==> src/rtl/motor_driver.sv <==
// H-bridge drive stage: serializes an 8-bit velocity pattern into PWM on the
// forward or reverse bridge input, with dead-time between conducting states.
module motor_driver #(
    parameter int PRESCALE    = 4,
    parameter int DEAD_CYCLES = 3
) (
    input  logic       clk,
    input  logic       rst,
    input  logic [1:0] motor,
    input  logic [7:0] velocity,
    output logic       in1,
    output logic       in2,
    output logic       dead,
    output logic       frame_start,
    output logic [2:0] state
);

    typedef enum logic [2:0] {
        ST_IDLE  = 3'd0,
        ST_FWD   = 3'd1,
        ST_REV   = 3'd2,
        ST_BRAKE = 3'd3,
        ST_DEAD  = 3'd4
    } state_t;

    localparam int PW = (PRESCALE > 1) ? $clog2(PRESCALE) : 1;
    localparam int DW = (DEAD_CYCLES > 1) ? $clog2(DEAD_CYCLES) : 1;
    localparam logic [PW-1:0] PRESC_LAST = PW'(PRESCALE - 1);
    localparam logic [DW-1:0] DEAD_LOAD  = DW'(DEAD_CYCLES - 1);

    state_t          r_state;
    logic [DW-1:0]   r_dead_cnt;
    logic [PW-1:0]   r_presc;
    logic [2:0]      r_idx;
    logic [7:0]      r_pattern;

    state_t          w_target;
    state_t          w_state_nxt;
    logic [DW-1:0]   w_dead_cnt_nxt;
    logic [PW-1:0]   w_presc_nxt;
    logic [2:0]      w_idx_nxt;
    logic [7:0]      w_pattern_nxt;
    logic            w_frame_nxt;
    logic            w_bit;
    logic            w_in1_nxt;
    logic            w_in2_nxt;

    function automatic state_t cmd_state(input logic [1:0] cmd);
        case (cmd)
            2'b01:   return ST_FWD;
            2'b10:   return ST_REV;
            2'b11:   return ST_BRAKE;
            default: return ST_IDLE;
        endcase
    endfunction

    // NOTE: every signal driven here gets a default first, so no path leaves it unassigned and no latch is inferred.
    always_comb begin
        w_target       = cmd_state(motor);
        w_state_nxt    = r_state;
        w_dead_cnt_nxt = r_dead_cnt;

        if (motor == 2'b00) begin
            w_state_nxt = ST_IDLE;
        end else begin
            case (r_state)
                ST_IDLE: w_state_nxt = w_target;
                ST_FWD, ST_REV, ST_BRAKE: begin
                    if (w_target != r_state) begin
                        w_state_nxt    = ST_DEAD;
                        w_dead_cnt_nxt = DEAD_LOAD;
                    end
                end
                ST_DEAD: begin
                    if (r_dead_cnt == '0)
                        w_state_nxt = w_target;
                    else
                        w_dead_cnt_nxt = r_dead_cnt - 1'b1;
                end
                default: w_state_nxt = ST_IDLE;
            endcase
        end
    end

    // Frame sequencing only advances while driving PWM; elsewhere it stays frozen.
    always_comb begin
        w_presc_nxt   = r_presc;
        w_idx_nxt     = r_idx;
        w_pattern_nxt = r_pattern;
        w_frame_nxt   = 1'b0;

        if (w_state_nxt == ST_FWD || w_state_nxt == ST_REV) begin
            if (w_state_nxt != r_state) begin
                w_pattern_nxt = velocity;
                w_idx_nxt     = 3'd0;
                w_presc_nxt   = '0;
                w_frame_nxt   = 1'b1;
            end else if (r_presc == PRESC_LAST) begin
                w_presc_nxt = '0;
                if (r_idx == 3'd7) begin
                    w_idx_nxt     = 3'd0;
                    w_pattern_nxt = velocity;
                    w_frame_nxt   = 1'b1;
                end else begin
                    w_idx_nxt = r_idx + 3'd1;
                end
            end else begin
                w_presc_nxt = r_presc + 1'b1;
            end
        end
    end

    always_comb begin
        w_bit     = w_pattern_nxt[w_idx_nxt];
        w_in1_nxt = 1'b0;
        w_in2_nxt = 1'b0;
        case (w_state_nxt)
            ST_FWD:   w_in1_nxt = w_bit;
            ST_REV:   w_in2_nxt = w_bit;
            ST_BRAKE: begin
                w_in1_nxt = 1'b1;
                w_in2_nxt = 1'b1;
            end
            default: ;
        endcase
    end

    // Outputs are registered from next-state values so they match the state entered on the same edge.
    // NOTE: sequential state uses non-blocking assignments so all registers update together at the edge.
    always_ff @(posedge clk or posedge rst) begin
        if (rst) begin
            r_state     <= ST_IDLE;
            r_dead_cnt  <= '0;
            r_presc     <= '0;
            r_idx       <= 3'd0;
            r_pattern   <= 8'h00;
            in1         <= 1'b0;
            in2         <= 1'b0;
            dead        <= 1'b0;
            frame_start <= 1'b0;
            state       <= 3'd0;
        end else begin
            r_state     <= w_state_nxt;
            r_dead_cnt  <= w_dead_cnt_nxt;
            r_presc     <= w_presc_nxt;
            r_idx       <= w_idx_nxt;
            r_pattern   <= w_pattern_nxt;
            in1         <= w_in1_nxt;
            in2         <= w_in2_nxt;
            dead        <= (w_state_nxt == ST_DEAD);
            frame_start <= w_frame_nxt;
            state       <= w_state_nxt;
        end
    end

endmodule
==> config.mk <==
export PLATFORM = sky130hd
export DESIGN_NAME = motor_driver
export DESIGN_NICKNAME = d
export VERILOG_FILES = /design/src/rtl/motor_driver.sv
export SDC_FILE = /design/constraint.sdc
export NUM_CORES = 1
export LEC_CHECK = 0
export CORE_MARGIN = 3
export CORE_UTILIZATION = 39
export DETAILED_ROUTE_END_ITERATION = 10
export PLACE_DENSITY = 0.61
export SYNTH_ARGS = -nofsm -noshare
export SYNTH_HDL_FRONTEND = slang
export SYNTH_SLANG_ARGS = --single-unit
==> constraint.sdc <==
create_clock -name clk -period 7.59 [get_ports clk]
set_input_delay 1.8975 -clock clk [delete_from_list [all_inputs] [get_ports clk]]
set_output_delay 1.8975 -clock clk [all_outputs]
set_load 0.02 [all_outputs]
==> reports/summary.md, run 1 <==
- **run status** completed
- **H-tree levels** 1
- **part of the Yosys area used for sequential elements** 0.449
- **clk slew on worst S/H paths** 0.11 ns
- **number of nets in the synthesized netlist** 134
- **Die W** 62.0 um
- **Max Cap Violations** 0
- **Final Hold Fails** 0
- **number of placed I/O pins** 19
- **fraction of layout cells with a size suffix above 1** 0.112
- **Critical Path Sink Type** register
- **aggregate negative setup slack** 0 ns
- **worst clock skew on the final layout** 0.00208 ns
- **category of the critical setup timing path** in -> reg
- **largest net degree at the start of global routing** 23
- **setup repair after global routing missed its margin** false
- **die boundary height** 62.0 um
- **Worst slew margin** 0.440
- **final critical path time including I/O delays and setup** 4.61 ns
- **Clock power frac** 0.118
- **aggregate global routing overflow** 0
- **Core Footprint** 2880 sq um
- **# diodes** 0
- **count of input and output buffers** 18
- **mean cell area of the mapped netlist** 10.4 sq um
- **total clock buffers created by CTS** 3
- **number of sinks on the clock net** 22
- **overall via count from detail_route** 893
- **number of cell rows** 19
- **maximum buffer depth of the clock tree** 2
- **area of the die** 3850 sq um
- **starting DRC count in detailed routing** 22
- **combinational share of power** 0.444
- **Synth-to-Final Area Change** 16.5%
- **placed wire-length estimate** 1800 um
- **net load switching power** 0.167 mW
- **RD Place Congestion** 0.817
- **number of setup buffers added after CTS** 0
- **drt wl/cell** 13.3 um
- **standby leakage power** 0.685 nW
- **residual antenna-violating net count after detailed routing** 0
- **TritonCTS clock tree** built
- **number of detailed-routing iterations run before antenna repair** 4
- **total power divided by cell area** 305 nW/um^2
- **# hold bufs at CTS** 0
- **number of antenna violations at the first check in global routing** 0
- **per-cell via count in the routed design** 5.07
- **achievable frequency** 0.217 GHz
- **clock insertion delay at the later pin of the skew report** 0.30 ns
- **critical path peak fanout** 13
- **vias in the first global route** 882
- **period utilisation layout** 0.607
- **WHS** 0.497 ns
- **internal power summed over all cells** 0.268 mW
- **cell area after technology mapping** 1220 sq um
- **number of warnings issued by yosys** 0
- **Hold Crit Class** reg -> reg
- **Critical Path Source Type** input pin
- **starting density of the core** 0.426
- **total detailed-routing wirelength** 2330 um
- **Residual DRC** 0
- **Netlist cell types** 37
- **flop and latch count out of synthesis** 22
- **switching part of the total** 0.384
- **# setup viols final** 0
- **share of the core filled with cells in the final layout** 0.496
- **first-pass GRT wire length** 3970 um
- **worst voltage drop across the vdd grid** 0.159 mV
- **transition at the pin with the smallest max-transition slack** 0.838 ns
- **Flop pwr share** 0.438
- **Post-Synthesis Cells** 118
- **Final nets** 152
- **Global Route Usage Sum** 0.140
- **data arrival time at the worst-slack endpoint** 4.79 ns
- **root buffer cell** sky130_fd_sc_hd__clkbuf_4
- **endpoint required time on the critical path** 7.77 ns
- **count of cells resized by post-cts repair** 0
- **final number of max-transition violations** 0
registers in the layout (all words and copies together) (netlist names), 2 cells and up:
name and flops:
r_dead_cnt 2, r_pattern 8, r_presc 2, r_idx 3, r_state 3
worst max-delay path, stage by stage:
cell and delay [ns]:
sky130_fd_sc_hd__clkdlybuf4s50_1 0.54, sky130_fd_sc_hd__xor2_1 0.21, sky130_fd_sc_hd__or3_4 0.39, sky130_fd_sc_hd__a22oi_2 0.26, sky130_fd_sc_hd__or2_1 0.48, sky130_fd_sc_hd__mux2i_1 0.29, sky130_fd_sc_hd__a2111oi_0 0.13, sky130_fd_sc_hd__nor4_1 0.45
sky130_fd_sc_hd__a21oi_1 0.13
cell families after synthesis:
family,after synthesis,share of synthesized area
compound gates,31,0.191
buf+inv,21,0.0919
fa+ha+maj,4,0.0409
mux,5,0.0409
xor+xnor,3,0.0215
flops,22,0.449
simple gates,32,0.164
per-layer routing:
layer | wire length [um] | vias to the layer above | track usage
li1 | - | 447 | -
met1 | 1180 | 432 | 0.202
met2 | 1050 | 12 | 0.207
met3 | 82 | 2 | 0.0372
met4 | 18 | 0 | 0.0364
met5 | 0 | - | 0
final timing paths:
check                             start      endpoint  slack, ns  depth (start not counted)
setup reg to reg             r_state[2]           in2       4.54                          8
setup / recovery               motor[1]           in2       2.98                          9
max in group asynchronous           rst  r_pattern[1]       5.02                          2
min in group asynchronous           rst    r_state[0]       2.05                          2
hold / removal             r_pattern[0]  r_pattern[0]       0.50                          2
hold reg to reg            r_pattern[0]  r_pattern[0]       0.50                          2
layout make-up:
cell class | instances | area, sq um
fill | 269 | 1450
multi-input combinational | 75 | 562
sequential | 22 | 551
timing repair buffer | 18 | 180
inverter | 16 | 60.1
tap | 42 | 52.6
clock buffer | 3 | 22.5
cells in the final DEF, fill, tap and decap left out, types with 2 or more instances in the layout:
cell / count
sky130_fd_sc_hd__a2111oi_0: 4
sky130_fd_sc_hd__a21o_2: 4
sky130_fd_sc_hd__a21oi_1: 3
sky130_fd_sc_hd__a221oi_1: 4
sky130_fd_sc_hd__and2_1: 3
sky130_fd_sc_hd__clkbuf_4: 3
sky130_fd_sc_hd__clkdlybuf4s50_1: 18
sky130_fd_sc_hd__dfrtp_1: 22
sky130_fd_sc_hd__ha_1: 4
sky130_fd_sc_hd__inv_1: 16
sky130_fd_sc_hd__mux2i_1: 5
sky130_fd_sc_hd__nand2_1: 5
sky130_fd_sc_hd__nand4_1: 3
sky130_fd_sc_hd__nor2_1: 4
sky130_fd_sc_hd__nor3b_1: 7
sky130_fd_sc_hd__o21ai_0: 8
sky130_fd_sc_hd__xor2_1: 2
per-stage QoR:
stage | instance area, sq um | instances | total power, mW | worst slack, ns
detailed placement | 1410 | 173 | 0.389 | 2.63
global placement | 1410 | 173 | 0.384 | 2.81
global route | 1430 | 176 | 0.471 | 2.76
finish | 1430 | 176 | 0.435 | 2.98
CTS | 1430 | 176 | 0.441 | 2.97
floorplan | 1220 | 118 | 0.341 | 3.72
power groups by stage:
stage	combinational (mW)	sequential, mW	clock, mW
floorplan	0.147	0.194	0
global placement	0.191	0.193	0
detailed placement	0.196	0.193	0
CTS	0.196	0.191	0.0536
global route	0.217	0.196	0.0577
finish	0.193	0.190	0.0512
cell usage after synthesis (all sizes together):
cell,n,area [sq um]
a2111oi,5,50.0
a21o,4,35.0
a21oi,4,23.8
a221oi,4,35.0
a22oi,1,12.5
a31oi,1,6.26
and2,3,18.8
buf,5,52.5
dfrtp,22,551
ha,4,50.1
inv,16,60.1
mux2i,5,50.1
nand2,5,18.8
nand2b,1,13.8
nand3,1,5.00
nand4,3,18.8
nor2,5,21.3
nor2b,1,6.26
nor3b,7,52.6
nor4,1,6.26
o211ai,1,7.51
o21ai,9,45.0
o22a,2,18.8
or2,2,12.5
or2b,1,7.51
or3,1,11.3
or3b,1,8.76
xnor2,1,8.76
xor2,2,17.5
Note: power is estimated with default switching activity, not from simulation.
==> run 2, diff against run 1 <==
Clock period 7.59 ns to 4.25 ns, I/O delays scaled along.
==> run 2 against run 1 <==
Compared with the run above:
- die area unchanged
- count of clock-buffer cells in the layout unchanged
- worst hold slack got worse by 0.0064 ns
- first-iteration DRC count increased by 32%
- clock skew increased by 0.0026 ns
- sequential power increased by 78%
- worst setup slack got worse by 2.5 ns
- cell area unchanged
- core utilization unchanged
- via count increased by 1.8%
- combinational power increased by 79%
- critical endpoint is now in1
==> reports/summary.md, run 2 (synthesis results as in run 1) <==
- **transition at the pin with the smallest max-transition slack** 0.806 ns
- **Global Route Usage Sum** 0.138
- **endpoint required time on the critical path** 4.43 ns
- **commonest non-fill, non-tap cell in the layout** sky130_fd_sc_hd__dfrtp_1
- **RD Place Congestion** 0.817
- **Synth-to-Final Area Change** 16.5%
- **H-tree levels** 1
- **starting DRC count in detailed routing** 29
- **aggregate negative setup slack** 0 ns
- **worst clock skew on the final layout** 0.00465 ns
- **number of detailed-routing iterations run before antenna repair** 4
- **Worst slew margin** 0.462
- **residual antenna-violating net count after detailed routing** 0
- **placed wire-length estimate** 1830 um
- **clock insertion delay at the later pin of the skew report** 0.30 ns
- **Hold Crit Class** reg -> reg
- **run status** completed
- **Top delay family on crit path** simple AND/OR/NAND/NOR gates
- **category of the critical setup timing path** in -> reg
- **# diodes** 0
- **area of the die** 3850 sq um
- **standby leakage power** 0.685 nW
- **Max Cap Violations** 0
- **max FFs per register** 8
- **pre-CTS setup slack** 0.142 ns
- **post-route cell area** 1430 sq um
- **Critical Path Sink Type** register
- **count of cells along the worst register-to-register path** 8
- **final number of max-transition violations** 0
- **die boundary height** 62.0 um
- **most used routing layer in global routing** met2
- **most flop-heavy register** r_pattern
- **starting density of the core** 0.426
- **Final nets** 152
- **Core Footprint** 2880 sq um
- **total detailed-routing wirelength** 2350 um
- **number of cell rows** 19
- **logic depth of the worst setup path including buffers** 9
- **timing endpoint of the critical path** in1
- **total clock buffers created by CTS** 3
- **number of antenna violations at the first check in global routing** 0
- **top library cells by usage in the layout, fill and taps aside** 22 x sky130_fd_sc_hd__dfrtp_1, 18 x sky130_fd_sc_hd__clkdlybuf4s50_1, 16 x sky130_fd_sc_hd__inv_1, 8 x sky130_fd_sc_hd__o21ai_0, 7 x sky130_fd_sc_hd__nor3b_1
- **first-pass GRT wire length** 3870 um
- **number of placed I/O pins** 19
- **period utilisation layout** 0.884
- **number of buffers and inverters on the critical path** 1
- **capturing point of the worst reg2reg path** in1
- **number of sinks on the clock net** 22
- **critical path peak fanout** 13
- **grt met2 use** 0.207
- **Setup crit start** motor[1]
- **data arrival time at the worst-slack endpoint** 3.94 ns
- **# hold bufs at CTS** 0
- **share of the core filled with cells in the final layout** 0.496
- **Residual DRC** 0
- **drt wl/cell** 13.3 um
- **crit-path max cell delay** 0.54 ns
- **Die W** 62.0 um
- **setup repair after global routing missed its margin** false
- **achievable frequency** 0.266 GHz
- **count of cells resized by post-cts repair** 0
- **worst r2r src** r_state[2]
- **Final Hold Fails** 0
- **per-cell via count in the routed design** 5.16
- **GR Layer Usage met3** 0.0372
- **root buffer cell** sky130_fd_sc_hd__clkbuf_4
- **TritonCTS clock tree** built
- **aggregate global routing overflow** 0
- **largest net degree at the start of global routing** 23
- **slack of the worst reg-to-reg path** 1.21 ns
- **crit path cell chain** clkdlybuf4s50_1 -> xor2_1 -> or3_4 -> a22oi_2 -> or2_1 -> mux2i_1 -> a2111oi_0 -> nor4_1 -> a21oi_1
- **vias in the first global route** 867
- **final critical path time including I/O delays and setup** 3.76 ns
- **clk slew on worst S/H paths** 0.11 ns
- **final setup margin** 0.495 ns
- **maximum buffer depth of the clock tree** 2
- **worst voltage drop across the vdd grid** 0.228 mV
- **Critical Path Source Type** input pin
- **number of setup buffers added after CTS** 0
- **biggest registers after layout** r_pattern x8, r_idx x3, r_state x3
- **WHS** 0.490 ns
- **overall via count from detail_route** 909
- **GR Layer Usage met1** 0.197
- **count of input and output buffers** 18
- **total power divided by cell area** 544 nW/um^2
- **total placed instance area** 1410 sq um
- **critical-path cell with the highest stage delay** sky130_fd_sc_hd__clkdlybuf4s50_1
- **# setup viols final** 0
- **fraction of layout cells with a size suffix above 1** 0.112
## run 2: cell counts in the layout (fill, tap and decap cells not counted)
Identical to the previous run, type by type.
## run 2: layout make-up
type | count | area (sq um)
repair buffers | 18 | 180
clock buffers | 3 | 22.5
fillers | 271 | 1450
multi-input cells | 75 | 562
flip-flops and latches | 22 | 551
inverters | 16 | 60.1
well taps | 42 | 52.6
## run 2: how the worst min path moves through the flow
stage             startpoint            end  slack (ns)  cells past startpoint
2_1_floorplan   r_pattern[0]   r_pattern[0]        0.45                      2
3_3_place_gp      r_presc[1]     r_presc[1]        0.47                      2
3_5_place_dp    r_pattern[0]   r_pattern[0]        0.47                      2
4_1_cts         r_pattern[0]   r_pattern[0]        0.50                      2
5_1_grt        r_dead_cnt[0]  r_dead_cnt[0]        0.52                      1
6_report        r_pattern[0]   r_pattern[0]        0.49                      2
## run 2: worst reg2reg max path, stage by stage (launching register included)
cell                        delay (ns)
sky130_fd_sc_hd__dfrtp_1          0.58
sky130_fd_sc_hd__nor3b_1          0.31
sky130_fd_sc_hd__o211ai_1         0.26
sky130_fd_sc_hd__a22oi_2          0.29
sky130_fd_sc_hd__or2_1            0.47
sky130_fd_sc_hd__mux2i_1          0.30
sky130_fd_sc_hd__a2111oi_0        0.13
sky130_fd_sc_hd__nor4_1           0.44
sky130_fd_sc_hd__a21oi_1          0.13
## run 2: metrics by stage
| step | power, mW | std cells |
|---|---|---|
| 6_report | 0.776 | 176 |
| 5_1_grt | 0.837 | 176 |
| 4_1_cts | 0.784 | 176 |
| 3_5_place_dp | 0.694 | 173 |
| 3_3_place_gp | 0.685 | 173 |
| 2_1_floorplan | 0.609 | 118 |
## run 2: per-layer routing
layer / wire length (um) / part of all wire
met1: 1150 / 0.49
met2: 1090 / 0.46
met3: 88 / 0.038
met4: 18 / 0.0077
met5: 0 / 0
## run 2: power by group
group          internal, mW  switching (mW)  total [mW]
registers             0.285          0.0541       0.339
clock network        0.0331          0.0581      0.0912
logic                 0.160           0.186       0.346
